<file path="config.mk">
export PLATFORM = sky130hd
export DESIGN_NAME = mips_multicycle_ctrl
export DESIGN_NICKNAME = d
export VERILOG_FILES = /design/src/rtl/mips_multicycle_ctrl.sv
export SDC_FILE = /design/constraint.sdc
export NUM_CORES = 1
export LEC_CHECK = 0
export CORE_MARGIN = 5
export CORE_UTILIZATION = 45
export CTS_CLUSTER_SIZE = 40
export DETAILED_ROUTE_END_ITERATION = 8
export PLACE_DENSITY_LB_ADDON = 0.08
export SYNTH_ARGS = -nofsm -noshare
export SYNTH_HDL_FRONTEND = slang
export SYNTH_SLANG_ARGS = --single-unit
</file>
<file path="constraint.sdc">
create_clock -name clk -period 5.8 [get_ports clk]
set_input_delay 1.16 -clock clk [delete_from_list [all_inputs] [get_ports clk]]
set_output_delay 1.16 -clock clk [all_outputs]
set_load 0.1 [all_outputs]
</file>
<file path="src/rtl/mips_multicycle_ctrl.sv">
`default_nettype none
// ============================================================================
// Module      : mips_multicycle_ctrl
// Description : Moore control FSM for a multicycle MIPS datapath that uses one
//               shared memory port and one shared ALU. Issues per-state enables
//               and mux selects, waits on a variable-latency memory with a
//               timeout, traps illegal opcodes and counts retired instructions.
// Revision    : 1.0 - initial release
// ============================================================================
module mips_multicycle_ctrl #(
    parameter int MEM_TIMEOUT = 16
) (
    input  logic        clk,
    input  logic        rst,
    input  logic [5:0]  opcode,
    input  logic        mem_ready,
    output logic        PCWrite,
    output logic        PCWriteCond,
    output logic        IorD,
    output logic        MemRead,
    output logic        MemWrite,
    output logic        IRWrite,
    output logic        MemToReg,
    output logic        RegDst,
    output logic        RegWrite,
    output logic        ALUSrcA,
    output logic [1:0]  ALUSrcB,
    output logic [1:0]  ALUOp,
    output logic [1:0]  PCSource,
    output logic        trap,
    output logic [1:0]  trap_cause,
    output logic [3:0]  state,
    output logic [31:0] instr_count
);

    typedef enum logic [3:0] {
        S_FETCH  = 4'd0,
        S_DECODE = 4'd1,
        S_MEMADR = 4'd2,
        S_MEMRD  = 4'd3,
        S_MEMWB  = 4'd4,
        S_MEMWR  = 4'd5,
        S_EXEC   = 4'd6,
        S_ALUWB  = 4'd7,
        S_BRANCH = 4'd8,
        S_JUMP   = 4'd9,
        S_ADDIEX = 4'd10,
        S_ADDIWB = 4'd11,
        S_TRAP   = 4'd15
    } state_t;

    localparam logic [5:0] c_OP_RTYPE = 6'b000000;
    localparam logic [5:0] c_OP_LW    = 6'b100011;
    localparam logic [5:0] c_OP_SW    = 6'b101011;
    localparam logic [5:0] c_OP_BEQ   = 6'b000100;
    localparam logic [5:0] c_OP_J     = 6'b000010;
    localparam logic [5:0] c_OP_ADDI  = 6'b001000;

    localparam logic [1:0] c_CAUSE_NONE    = 2'd0;
    localparam logic [1:0] c_CAUSE_ILLEGAL = 2'd1;
    localparam logic [1:0] c_CAUSE_TIMEOUT = 2'd2;

    // Compared against the post-increment wait count, so 9 bits avoid overflow.
    localparam logic [8:0] c_TIMEOUT = 9'(MEM_TIMEOUT);

    state_t      r_state;
    state_t      w_next;
    logic [7:0]  r_wait;
    logic [1:0]  r_cause;
    logic [31:0] r_count;

    logic        w_retire;
    logic [1:0]  w_cause;
    logic        w_wait_state;
    logic        w_timeout;

    assign w_wait_state = (r_state == S_FETCH) || (r_state == S_MEMRD) ||
                          (r_state == S_MEMWR);
    // This stalled cycle is the one that brings the wait count to the limit.
    assign w_timeout    = !mem_ready && (({1'b0, r_wait} + 9'd1) == c_TIMEOUT);

    // Next-state selection, retire strobe and trap cause for the TRAP entry.
    always_comb begin
        w_next   = r_state;
        w_retire = 1'b0;
        w_cause  = c_CAUSE_NONE;
        case (r_state)
            S_FETCH: begin
                if (mem_ready) begin
                    w_next = S_DECODE;
                end else if (w_timeout) begin
                    w_next  = S_TRAP;
                    w_cause = c_CAUSE_TIMEOUT;
                end
            end
            S_DECODE: begin
                case (opcode)
                    c_OP_RTYPE:       w_next = S_EXEC;
                    c_OP_LW, c_OP_SW: w_next = S_MEMADR;
                    c_OP_BEQ:         w_next = S_BRANCH;
                    c_OP_J:           w_next = S_JUMP;
                    c_OP_ADDI:        w_next = S_ADDIEX;
                    default: begin
                        w_next  = S_TRAP;
                        w_cause = c_CAUSE_ILLEGAL;
                    end
                endcase
            end
            S_MEMADR: w_next = (opcode == c_OP_SW) ? S_MEMWR : S_MEMRD;
            S_MEMRD: begin
                if (mem_ready) begin
                    w_next = S_MEMWB;
                end else if (w_timeout) begin
                    w_next  = S_TRAP;
                    w_cause = c_CAUSE_TIMEOUT;
                end
            end
            S_MEMWB: begin
                w_next   = S_FETCH;
                w_retire = 1'b1;
            end
            S_MEMWR: begin
                if (mem_ready) begin
                    w_next   = S_FETCH;
                    w_retire = 1'b1;
                end else if (w_timeout) begin
                    w_next  = S_TRAP;
                    w_cause = c_CAUSE_TIMEOUT;
                end
            end
            S_EXEC:   w_next = S_ALUWB;
            S_ALUWB: begin
                w_next   = S_FETCH;
                w_retire = 1'b1;
            end
            S_BRANCH: begin
                w_next   = S_FETCH;
                w_retire = 1'b1;
            end
            S_JUMP: begin
                w_next   = S_FETCH;
                w_retire = 1'b1;
            end
            S_ADDIEX: w_next = S_ADDIWB;
            S_ADDIWB: begin
                w_next   = S_FETCH;
                w_retire = 1'b1;
            end
            S_TRAP:   w_next = S_TRAP;
            default:  w_next = S_FETCH;
        endcase
    end

    // State, wait counter, trap cause and retire counter registers.
    always_ff @(posedge clk or negedge rst) begin
        if (!rst) begin
            r_state <= S_FETCH;
            r_wait  <= 8'd0;
            r_cause <= c_CAUSE_NONE;
            r_count <= 32'd0;
        end else begin
            r_state <= w_next;
            // Counts only consecutive stalled cycles within one access; any
            // completion or state change starts the next access from zero.
            if (w_wait_state && !mem_ready && (w_next == r_state)) begin
                r_wait <= r_wait + 8'd1;
            end else begin
                r_wait <= 8'd0;
            end
            if ((w_next == S_TRAP) && (r_state != S_TRAP)) begin
                r_cause <= w_cause;
            end
            if (w_retire) begin
                r_count <= r_count + 32'd1;
            end
        end
    end

    // Moore outputs decoded from the state register; only FETCH looks at mem_ready.
    always_comb begin
        PCWrite     = 1'b0;
        PCWriteCond = 1'b0;
        IorD        = 1'b0;
        MemRead     = 1'b0;
        MemWrite    = 1'b0;
        IRWrite     = 1'b0;
        MemToReg    = 1'b0;
        RegDst      = 1'b0;
        RegWrite    = 1'b0;
        ALUSrcA     = 1'b0;
        ALUSrcB     = 2'd0;
        ALUOp       = 2'd0;
        PCSource    = 2'd0;
        case (r_state)
            S_FETCH: begin
                MemRead = 1'b1;
                ALUSrcB = 2'd1;
                IRWrite = mem_ready;
                PCWrite = mem_ready;
            end
            S_DECODE: ALUSrcB = 2'd3;
            S_MEMADR: begin
                ALUSrcA = 1'b1;
                ALUSrcB = 2'd2;
            end
            S_MEMRD: begin
                IorD    = 1'b1;
                MemRead = 1'b1;
            end
            S_MEMWB: begin
                RegWrite = 1'b1;
                MemToReg = 1'b1;
            end
            S_MEMWR: begin
                IorD     = 1'b1;
                MemWrite = 1'b1;
            end
            S_EXEC: begin
                ALUSrcA = 1'b1;
                ALUOp   = 2'd2;
            end
            S_ALUWB: begin
                RegWrite = 1'b1;
                RegDst   = 1'b1;
            end
            S_BRANCH: begin
                ALUSrcA     = 1'b1;
                ALUOp       = 2'd1;
                PCWriteCond = 1'b1;
                PCSource    = 2'd1;
            end
            S_JUMP: begin
                PCWrite  = 1'b1;
                PCSource = 2'd2;
            end
            S_ADDIEX: begin
                ALUSrcA = 1'b1;
                ALUSrcB = 2'd2;
            end
            S_ADDIWB: RegWrite = 1'b1;
            default: ;
        endcase
    end

    assign trap        = (r_state == S_TRAP);
    assign trap_cause  = r_cause;
    assign state       = r_state;
    assign instr_count = r_count;

endmodule
`default_nettype wire

</file>
==> flow_summary_export.csv, run 1 <==
group,metric,value,unit
setup_path,critPathCaptureType,"output pin",
cells_and_area,n_antenna_cell,0,
synthesis,synthMuxAreaShare,0.00422,
setup_path,path_max_fanout,6,
power_and_ir_drop,p_leak,1.44,nW
placed_design,dp.cells,411,
status,status,"completed",
synthesis,synth_enable_flop_cells,0,
synthesis,synth_top_flop_cell,"dfrtp_1",
synthesis,yosys.area_share.simple,0.280,
synthesis,yosysWarnings,0,
timing,rsz0062_at_grt,"no",
clock_network,cts_tree,"built",
timing,slew_headroom,0.326,
clock_network,cts_root_buf,"clkbuf_8",
setup_path,start_kind,"input pin",
synthesis,synth_async_sr_flop_share,1.00,
timing,worst_pin_slew,1.01,ns
floorplan,fp.dieH,87.0,um
global_routing,grt_antenna_before_repair,0,
clock_network,cts_hold_buffers,0,
placed_design,place_congestion,0.795,
drt,wl_per_cell,14.3,um
synthesis,synth-compound-area-share,0.104,
power_and_ir_drop,power_density,487,nW/um2
timing,setup-tns-final,0,ns
power_and_ir_drop,pwr-share-seq,0.277,
floorplan,ioPinCount,64,
drt,routed-via-count,2239,
setup_path,critPathRequiredTime,4.64,ns
synthesis,ys_seq_elements,46,
timing,fin_crit,4.53,ns
cells_and_area,drive_gt1_frac,0.0581,
synthesis,synthesis.area,2670,um2
synthesis,synthTopCellsByArea,"dfrtp_1 (43%), xnor2_1 (6.9%), xor2_1 (5.6%), nor2_1 (4.2%), nand2_1 (3.4%)",
cells_and_area,finalNetCount,355,
drt,drtIter0Drc,52,
floorplan,design.die.area,7570,um2
floorplan,die_w,87.0,um
power_and_ir_drop,vdd_drop_max,0.000558,V
global_routing,grt_max_degree,47,
synthesis,postSynthAreaPerCell,9.36,um2
global_routing,grt_remaining_overflow,0,
drt,detail_route.first_pass.iterations,4,
synthesis,yosysTopAreaCell,"dfrtp_1",
power_and_ir_drop,switchingPower,971,uW
timing,final_max_slew_viol_count,0,
clock_network,cts_resized,0,
synthesis,synth-adder-area-share,0.0178,
global_routing,first_global_vias,2168,
clock_network,insertion_delay,0.29,ns
cells_and_area,fin_cells,419,
setup_path,crit_arrival,3.37,ns
power_and_ir_drop,internal_power,690,uW
synthesis,synth_seq_area_share,0.432,
power_and_ir_drop,power_frac_clock,0.116,
cells_and_area,area_growth,27.9,%
synthesis,synth_top_area_share,0.432,
synthesis,synth_cells,285,
clock_network,cts_buffers,5,
clock_network,cts_htree_levels,2,
power_and_ir_drop,power_frac_comb,0.607,
clock_network,cts.clk_slew.worst_paths,0.08,ns
drt,viasPerCell,5.34,
floorplan,initial_core_util,0.456,
placed_design,place_area,3330,um2
floorplan,core,5850,um2
global_routing,grt_pass1_wl,10.5,mm
setup_path,worstSetupPathType,"in -> out",
clock_network,postCtsSetupBuffers,0,
drt,drtAntennaViolNets,0,
placed_design,hpwl,4.36,mm
placed_design,port_buffers,63,
synthesis,syn_nets,297,
timing,finalSetupViolations,0,
power_and_ir_drop,p_sw_frac,0.584,
synthesis,synthXorXnorAreaFrac,0.125,
timing,fin_skew,0.0102,ns
run,drv_cap,0,
drt,wl,5.99,mm
hold_path,holdCritPathClass,"reg -> reg",
timing,timing.fmax,0.221,GHz
floorplan,core.rowCount,28,
cells_and_area,final_area,3410,um2
synthesis,synth_top_family_by_area,"simple AND/OR/NAND/NOR gates",
synthesis,yosysUniqueCellTypes,57,
global_routing,grt_use_total,0.170,
clock_network,clockBufferDepth,2,
drt,drcViolationCount,0,
timing,finalHoldViolCount,0,
timing,finalCritPeriodShare,0.780,
clock_network,clkSinkCount,46,
[final cells by class]
type                            instances  area, um2
Multi-Input combinational cell        216       1410
Inverter                               11       41.3
Clock buffer                            6       72.6
Sequential cell                        46       1150
Clock inverter                          2       13.8
Timing Repair Buffer                   63        626
Tap cell                               75       93.8
Fill cell                             551       2440
[state kept, by name, indices dropped and copies added (netlist names)]
register and cells:
instr_count 32, state 4, r_wait 8, trap_cause 2
[Yosys cell counts, drive strengths merged (8+ instances only)]
cell,instances
dfrtp,46
nand2,24
a21oi,8
xnor2,21
nand4,11
xor2,17
inv,11
nor2,30
nand3,17
nor3,14
[power by group through the flow]
stage | logic (mW) | registers [mW] | clock network [mW]
2_1_floorplan | 0.595 | 0.664 | 0
3_3_place_gp | 1.01 | 0.466 | 0
3_5_place_dp | 1.01 | 0.466 | 0
4_1_cts | 1.02 | 0.461 | 0.200
5_1_grt | 1.07 | 0.476 | 0.213
6_report | 1.01 | 0.461 | 0.193
[layout by cell type, fill, tap and decap left out, types with 2 or more instances in the layout]
cell	Yosys	layout
o31a_1	2	2
nor2_1	30	30
o21ai_0	5	5
xnor2_1	21	21
clkdlybuf4s50_1	0	62
nor3b_1	3	3
and4_1	2	2
nor4b_1	3	3
nor3_1	14	14
o21a_1	3	3
nand2_1	24	24
nand4b_1	3	3
ha_1	3	3
o211ai_1	3	3
and2_1	2	2
a22oi_1	2	2
clkbuf_8	0	5
inv_1	11	11
nand2b_1	4	4
o21ai_1	2	2
or2_2	2	2
nand3_1	16	16
a21oi_1	8	8
dfrtp_1	46	46
nor4_2	2	2
and3_1	7	7
xor2_1	17	17
nand4_1	10	10
[through the flow]
stage | worst slack (ns) | power, mW | hold slack (ns) | util
after detailed placement | 1.29 | 1.48 | 0.463 | 0.568
final | 1.27 | 1.66 | 0.469 | 0.583
after floorplan | 0.305 | 1.26 | 0.524 | -
after CTS | 1.28 | 1.68 | 0.475 | 0.583
after global placement | 1.37 | 1.48 | 0.459 | 0.568
after global routing | 1.15 | 1.76 | 0.517 | 0.583
[cells by family (layout without fill, tap and decap cells)]
logic type	after synthesis	in the layout
multiplexers	1	1
flip-flops	46	46
buffers and inverters	23	82
AND/OR/NAND/NOR	134	134
adder cells (fa/ha/maj)	4	4
AO/OA/AOI/OAI	39	39
XOR/XNOR	38	38
[worst max-delay path: stages]
cell             delay (ns)
clkdlybuf4s50_1        0.58
nand2_1                0.10
nor3_1                 0.23
or2_2                  0.16
clkdlybuf4s50_1        1.12
[layer usage]
layer | vias up | part of all wire | routed length [um] | GRT usage
met5 | - | 0 | 0 | 0
met3 | 5 | 0.052 | 314 | 0.0445
met4 | 0 | 0.0087 | 52 | 0.0382
li1 | 1129 | - | - | -
met1 | 1058 | 0.49 | 2930 | 0.248
met2 | 47 | 0.45 | 2680 | 0.255
[final timing paths]
path | depth (start not counted) | end | slack (ns) | from
min in group asynchronous | 1 | r_wait[7] | 1.04 | rst
worst min register to register | 1 | instr_count[31] | 0.47 | instr_count[31]
worst max-delay path | 5 | PCWrite | 1.27 | mem_ready
worst max register to register | 5 | state[3] | 3.58 | r_wait[0]
max in group asynchronous | 1 | state[1] | 4.14 | rst
worst min-delay path | 1 | instr_count[31] | 0.47 | instr_count[31]
No activity file was read; power rests on OpenSTA's default activity.
==> run 2, diff against run 1 <==
==> constraint.sdc (replaced) <==
create_clock -name clk -period 4.68 [get_ports clk]
set_input_delay 0.936 -clock clk [delete_from_list [all_inputs] [get_ports clk]]
set_output_delay 0.936 -clock clk [all_outputs]
set_load 0.1 [all_outputs]
==> run 2 against run 1 <==
Net effect:
- clock skew grew 0.0027 ns
- final cell count is the same
- largest power group unchanged
- global-route usage shrank 0.11 points
==> flow_summary_export.csv, run 2 (synthesis gave the netlist of run 1 again) <==
group,metric,value,unit
hold_path,holdCritPathClass,"reg -> reg",
floorplan,initial_core_util,0.456,
clock_network,clkSinkCount,46,
floorplan,core.rowCount,28,
cells_and_area,area_growth,29.3,%
setup_path,slowest_stage,"clkdlybuf4s50_1",
setup_path,reg2reg_from,"state[1]",
cells_and_area,drive_gt1_frac,0.0756,
timing,worst_pin_slew,1.02,ns
timing,rsz0062_at_grt,"no",
cells_and_area,finalNetCount,355,
drt,viasPerCell,5.43,
power_and_ir_drop,power_density,616,nW/um2
global_routing,grt_antenna_before_repair,0,
setup_path,start_kind,"flip-flop",
power_and_ir_drop,power_frac_clock,0.141,
clock_network,cts_buffers,5,
placed_design,dp.cells,411,
clock_network,cts_root_buf,"clkbuf_8",
status,status,"completed",
floorplan,design.die.area,7570,um2
global_routing,grt_remaining_overflow,0,
global_routing,grt_max_degree,47,
power_and_ir_drop,pwr-share-seq,0.270,
power_and_ir_drop,p_leak,1.46,nW
timing,finalHoldViolCount,0,
clock_network,postCtsSetupBuffers,0,
placed_design,place_congestion,0.776,
setup_path,worstSetupPathType,"reg -> out",
floorplan,die_w,87.0,um
timing,finalSetupViolations,0,
clock_network,cts_hold_buffers,0,
power_and_ir_drop,power_frac_comb,0.589,
drt,wl_per_cell,14.4,um
drt,detail_route.first_pass.iterations,4,
cells_and_area,layout_common_cells,"clkdlybuf4s50_1 (60), dfrtp_1 (46), nor2_1 (30)",
setup_path,r2r-end,"instr_count[27]",
cells_and_area,largest_reg_flops,32,
clock_network,cts.clk_slew.worst_paths,0.09,ns
setup_path,crit_arrival,2.77,ns
clock_network,cts_htree_levels,2,
setup_path,r2r_setup_slack,2.46,ns
power_and_ir_drop,switchingPower,1.22,mW
setup_path,worst_path_largest_cell_delay,1.21,ns
setup_path,path_buf_inv,1,
clock_network,clockBufferDepth,2,
cells_and_area,final_area,3450,um2
setup_path,reg2reg_depth,5,
power_and_ir_drop,vdd_drop_max,0.00100,V
clock_network,cts_tree,"built",
setup_path,path_max_fanout,19,
placed_design,hpwl,4.36,mm
placed_design,place_area,3340,um2
setup_path,critical_path.startpoint,"state[1]",
global_routing,grt_pass1_wl,10.4,mm
drt,wl,6.05,mm
timing,finalCritPeriodShare,0.793,
timing,fin_crit,3.71,ns
floorplan,core,5850,um2
drt,routed-via-count,2276,
drt,drcViolationCount,0,
power_and_ir_drop,p_sw_frac,0.572,
timing,final_max_slew_viol_count,0,
power_and_ir_drop,fin_total_pwr,2.13,mW
cells_and_area,final_common_cell,"clkdlybuf4s50_1",
drt,drtAntennaViolNets,0,
floorplan,fp.dieH,87.0,um
setup_path,critPathTopFamily,"buffers and inverters",
timing,setup-tns-final,0,ns
setup_path,critPathCaptureType,"output pin",
setup_path,path_depth,3,
setup_path,crit_path_cell_trace,"nand2_1 > nor2_1 > clkdlybuf4s50_1",
cells_and_area,n_antenna_cell,0,
power_and_ir_drop,internal_power,910,uW
timing,fin_skew,0.0129,ns
clock_network,insertion_delay,0.30,ns
setup_path,critPathRequiredTime,3.74,ns
clock_network,cts_resized,0,
global_routing,first_global_vias,2188,
run,drv_cap,0,
cells_and_area,fin_cells,419,
timing,timing.fmax,0.270,GHz
timing,slew_headroom,0.321,
drt,drtIter0Drc,76,
setup_path,crit_path_end,"trap",
floorplan,ioPinCount,64,
placed_design,port_buffers,63,
global_routing,grt_use_total,0.169,
-- run 2: changes by cell type in the layout (fill, tap and decap cells not counted), sizes merged --
cell / previous run / this run
inv: 11 / 12
buf: 1 / 3
clkbuf: 6 / 5
bufinv: 0 / 1
clkinv: 2 / 1
clkdlybuf4s50: 62 / 60
-- run 2: metrics by stage --
| step | hold WS [ns] | util | setup WS (ns) |
|---|---|---|---|
| 2_1_floorplan | 0.524 | - | 0.183 |
| 3_3_place_gp | 0.457 | 0.570 | 1.37 |
| 3_5_place_dp | 0.461 | 0.570 | 1.30 |
| 4_1_cts | 0.473 | 0.589 | 0.967 |
| 5_1_grt | 0.513 | 0.589 | 0.856 |
| 6_report | 0.467 | 0.589 | 0.971 |
-- run 2: worst min path at each step --
stage | from | endpoint | slack, ns | cells after the start
after floorplan | r_wait[7] | r_wait[7] | 0.52 | 2
after global placement | instr_count[31] | instr_count[31] | 0.46 | 1
after detailed placement | instr_count[31] | instr_count[31] | 0.46 | 1
after CTS | instr_count[31] | instr_count[31] | 0.47 | 1
after global routing | instr_count[31] | instr_count[31] | 0.51 | 1
final | instr_count[31] | instr_count[31] | 0.47 | 1
-- run 2: power groups by stage --
stage | clock (mW) | combinational (mW) | sequential, mW
CTS | 0.310 | 1.26 | 0.573
finish | 0.299 | 1.25 | 0.573
detailed placement | 0 | 1.26 | 0.580
global route | 0.322 | 1.31 | 0.592
global placement | 0 | 1.26 | 0.578
floorplan | 0 | 0.744 | 0.823
-- run 2: area by class of cell --
type,instances,area [um2]
fill,515,2400
multi-input combinational,216,1430
sequential,46,1150
timing repair buffer,63,621
tap,75,93.8
clock buffer,5,68.8
clock inverter,3,43.8
inverter,11,41.3
-- run 2: layer usage --
metal | track usage | wire [um] | up-vias
met2 | 0.262 | 2800 | 59
met1 | 0.242 | 2900 | 1085
li1 | - | - | 1128
met5 | 0 | 0 | -
met4 | 0.0425 | 47 | 0
met3 | 0.0360 | 296 | 4
==> run 3, diff against run 2 <==
==> constraint.sdc (replaced) <==
create_clock -name clk -period 3.4 [get_ports clk]
set_input_delay 0.68 -clock clk [delete_from_list [all_inputs] [get_ports clk]]
set_output_delay 0.68 -clock clk [all_outputs]
set_load 0.1 [all_outputs]
==> run 3 against run 2 <==
Net effect:
- power grew 38%
- core utilization decreased by 1.1 points
- sequential power up 43%
- critical path depth unchanged
- sequential share of layout area increased by 0.70 points
- clock power up 24%
- clock skew barely moved
- routed wire length increased by 0.58%
- critical path type unchanged
==> flow_summary_export.csv, run 3 (synthesis gave the netlist of run 1 again) <==
group,metric,value,unit
setup_path,crit_arrival,2.04,ns
drt,wl_per_cell,14.5,um
power_and_ir_drop,fin_total_pwr,2.94,mW
run,drv_cap,0,
clock_network,insertion_delay,0.30,ns
setup_path,critPathRequiredTime,2.72,ns
cells_and_area,area_growth,26.9,%
clock_network,clockBufferDepth,2,
drt,drcViolationCount,0,
clock_network,cts_htree_levels,2,
global_routing,grt_antenna_before_repair,0,
clock_network,cts_buffers,5,
setup_path,path_max_fanout,19,
cells_and_area,finalNetCount,355,
drt,route.met2.wl,2.78,mm
drt,wl,6.09,mm
setup_path,reg2reg_depth,5,
drt,wl_met1,2.97,mm
placed_design,place_area,3280,um2
hold_path,holdCritPathClass,"reg -> reg",
clock_network,cts_hold_buffers,0,
global_routing,grt_max_degree,47,
cells_and_area,final_common_cell,"buf_4",
floorplan,design.die.area,7570,um2
global_routing,first_global_vias,2260,
global_routing,grt_use_total,0.172,
timing,finalHoldViolCount,0,
drt,routed-via-count,2292,
floorplan,core.rowCount,28,
clock_network,cts_tree,"built",
timing,setup-tns-final,0,ns
cells_and_area,drive_gt1_frac,0.253,
floorplan,initial_core_util,0.456,
placed_design,hpwl,4.49,mm
cells_and_area,final_area,3380,um2
placed_design,place_congestion,0.814,
timing,timing.fmax,0.367,GHz
timing,final_max_slew_viol_count,0,
power_and_ir_drop,vdd_drop_max,0.00122,V
cells_and_area,layout_common_cells,"buf_4 (52), dfrtp_1 (44), nor2_1 (24), nand2_1 (24), xnor2_1 (21)",
cells_and_area,fin_cells,419,
power_and_ir_drop,p_leak,1.56,nW
timing,fin_skew,0.0130,ns
floorplan,fp.dieH,87.0,um
drt,viasPerCell,5.47,
cells_and_area,largest_reg_flops,32,
setup_path,start_kind,"flip-flop",
placed_design,port_buffers,63,
cells_and_area,final_util,0.578,
setup_path,worstSetupPathType,"reg -> out",
placed_design,dp.cells,411,
floorplan,core,5850,um2
cells_and_area,n_antenna_cell,0,
drt,routed-wl-met3,278,um
timing,worst_pin_slew,1.00,ns
status,status,"completed",
timing,finalCritPeriodShare,0.801,
drt,drtIter0Drc,65,
clock_network,cts_root_buf,"clkbuf_8",
setup_path,critPathCaptureType,"output pin",
clock_network,cts_resized,0,
timing,fin_crit,2.72,ns
power_and_ir_drop,power_density,867,nW/um2
drt,highest_layer,"met4",
drt,detail_route.first_pass.iterations,4,
hold_path,hold_path_depth,1,
global_routing,grt_pass1_wl,10.5,mm
cells_and_area,fill_cells,563,
drt,drtAntennaViolNets,0,
floorplan,die_w,87.0,um
timing,finalSetupViolations,0,
timing,slew_headroom,0.333,
global_routing,grt_remaining_overflow,0,
clock_network,cts.clk_slew.worst_paths,0.09,ns
clock_network,postCtsSetupBuffers,0,
floorplan,ioPinCount,64,
clock_network,clkSinkCount,46,
timing,rsz0062_at_grt,"no",
## run 3: cell count changes in the layout (fill, tap and decap cells not counted), moves of 2 or more
cell	before	now
clkdlybuf4s50_1	60	8
buf_4	2	52
nor2_1	30	24
nor2_2	0	5
nor3_4	0	3
buf_12	0	2
clkbuf_8	5	7
dfrtp_1	46	44
dfrtp_2	0	2
nor3_2	3	1
## run 3: power by group
part           internal (mW)  total (mW)  switching [mW]
clock                  0.186       0.372           0.185
combinational          0.406        1.74            1.34
sequential             0.619       0.821           0.201
total                   1.21        2.94            1.72
## run 3: layout make-up
type / count / area (um2) / share of cell area
Clock buffer: 7 / 96.3 / 0.0285
Clock inverter: 1 / 8.76 / 0.00259
Multi-Input combinational cell: 216 / 1480 / 0.436
Tap cell: 75 / 93.8 / 0.0277
Inverter: 11 / 41.3 / 0.0122
Sequential cell: 46 / 1150 / 0.341
Timing Repair Buffer: 63 / 515 / 0.152
## run 3: worst paths after layout
path	from	to	slack, ns
setup / recovery	state[1]	ALUOp[1]	0.68
hold / removal	instr_count[31]	instr_count[31]	0.47
setup reg to reg	state[1]	state[3]	1.04
hold reg to reg	instr_count[31]	instr_count[31]	0.47
max in group asynchronous	rst	state[2]	2.17
min in group asynchronous	rst	r_wait[6]	0.53
## run 3: worst max-delay path, cell delays in order, from the launching register on
cell and delay, ns:
dfrtp_1 0.84, nand2b_1 0.35, nor2_1 0.24, buf_4 0.32
## run 3: routing by layer
| layer | GRT usage | vias to the layer above |
|---|---|---|
| li1 | - | 1133 |
| met1 | 0.242 | 1106 |
| met2 | 0.262 | 47 |
| met3 | 0.0435 | 6 |
| met4 | 0.0510 | 0 |
| met5 | 0 | - |
## run 3: per-stage QoR
stage | hold slack [ns] | setup WS (ns)
floorplan | 0.384 | -0.0762
global placement | 0.459 | 0.738
detailed placement | 0.463 | 0.691
CTS | 0.475 | 0.657
global route | 0.499 | 0.479
finish | 0.468 | 0.678
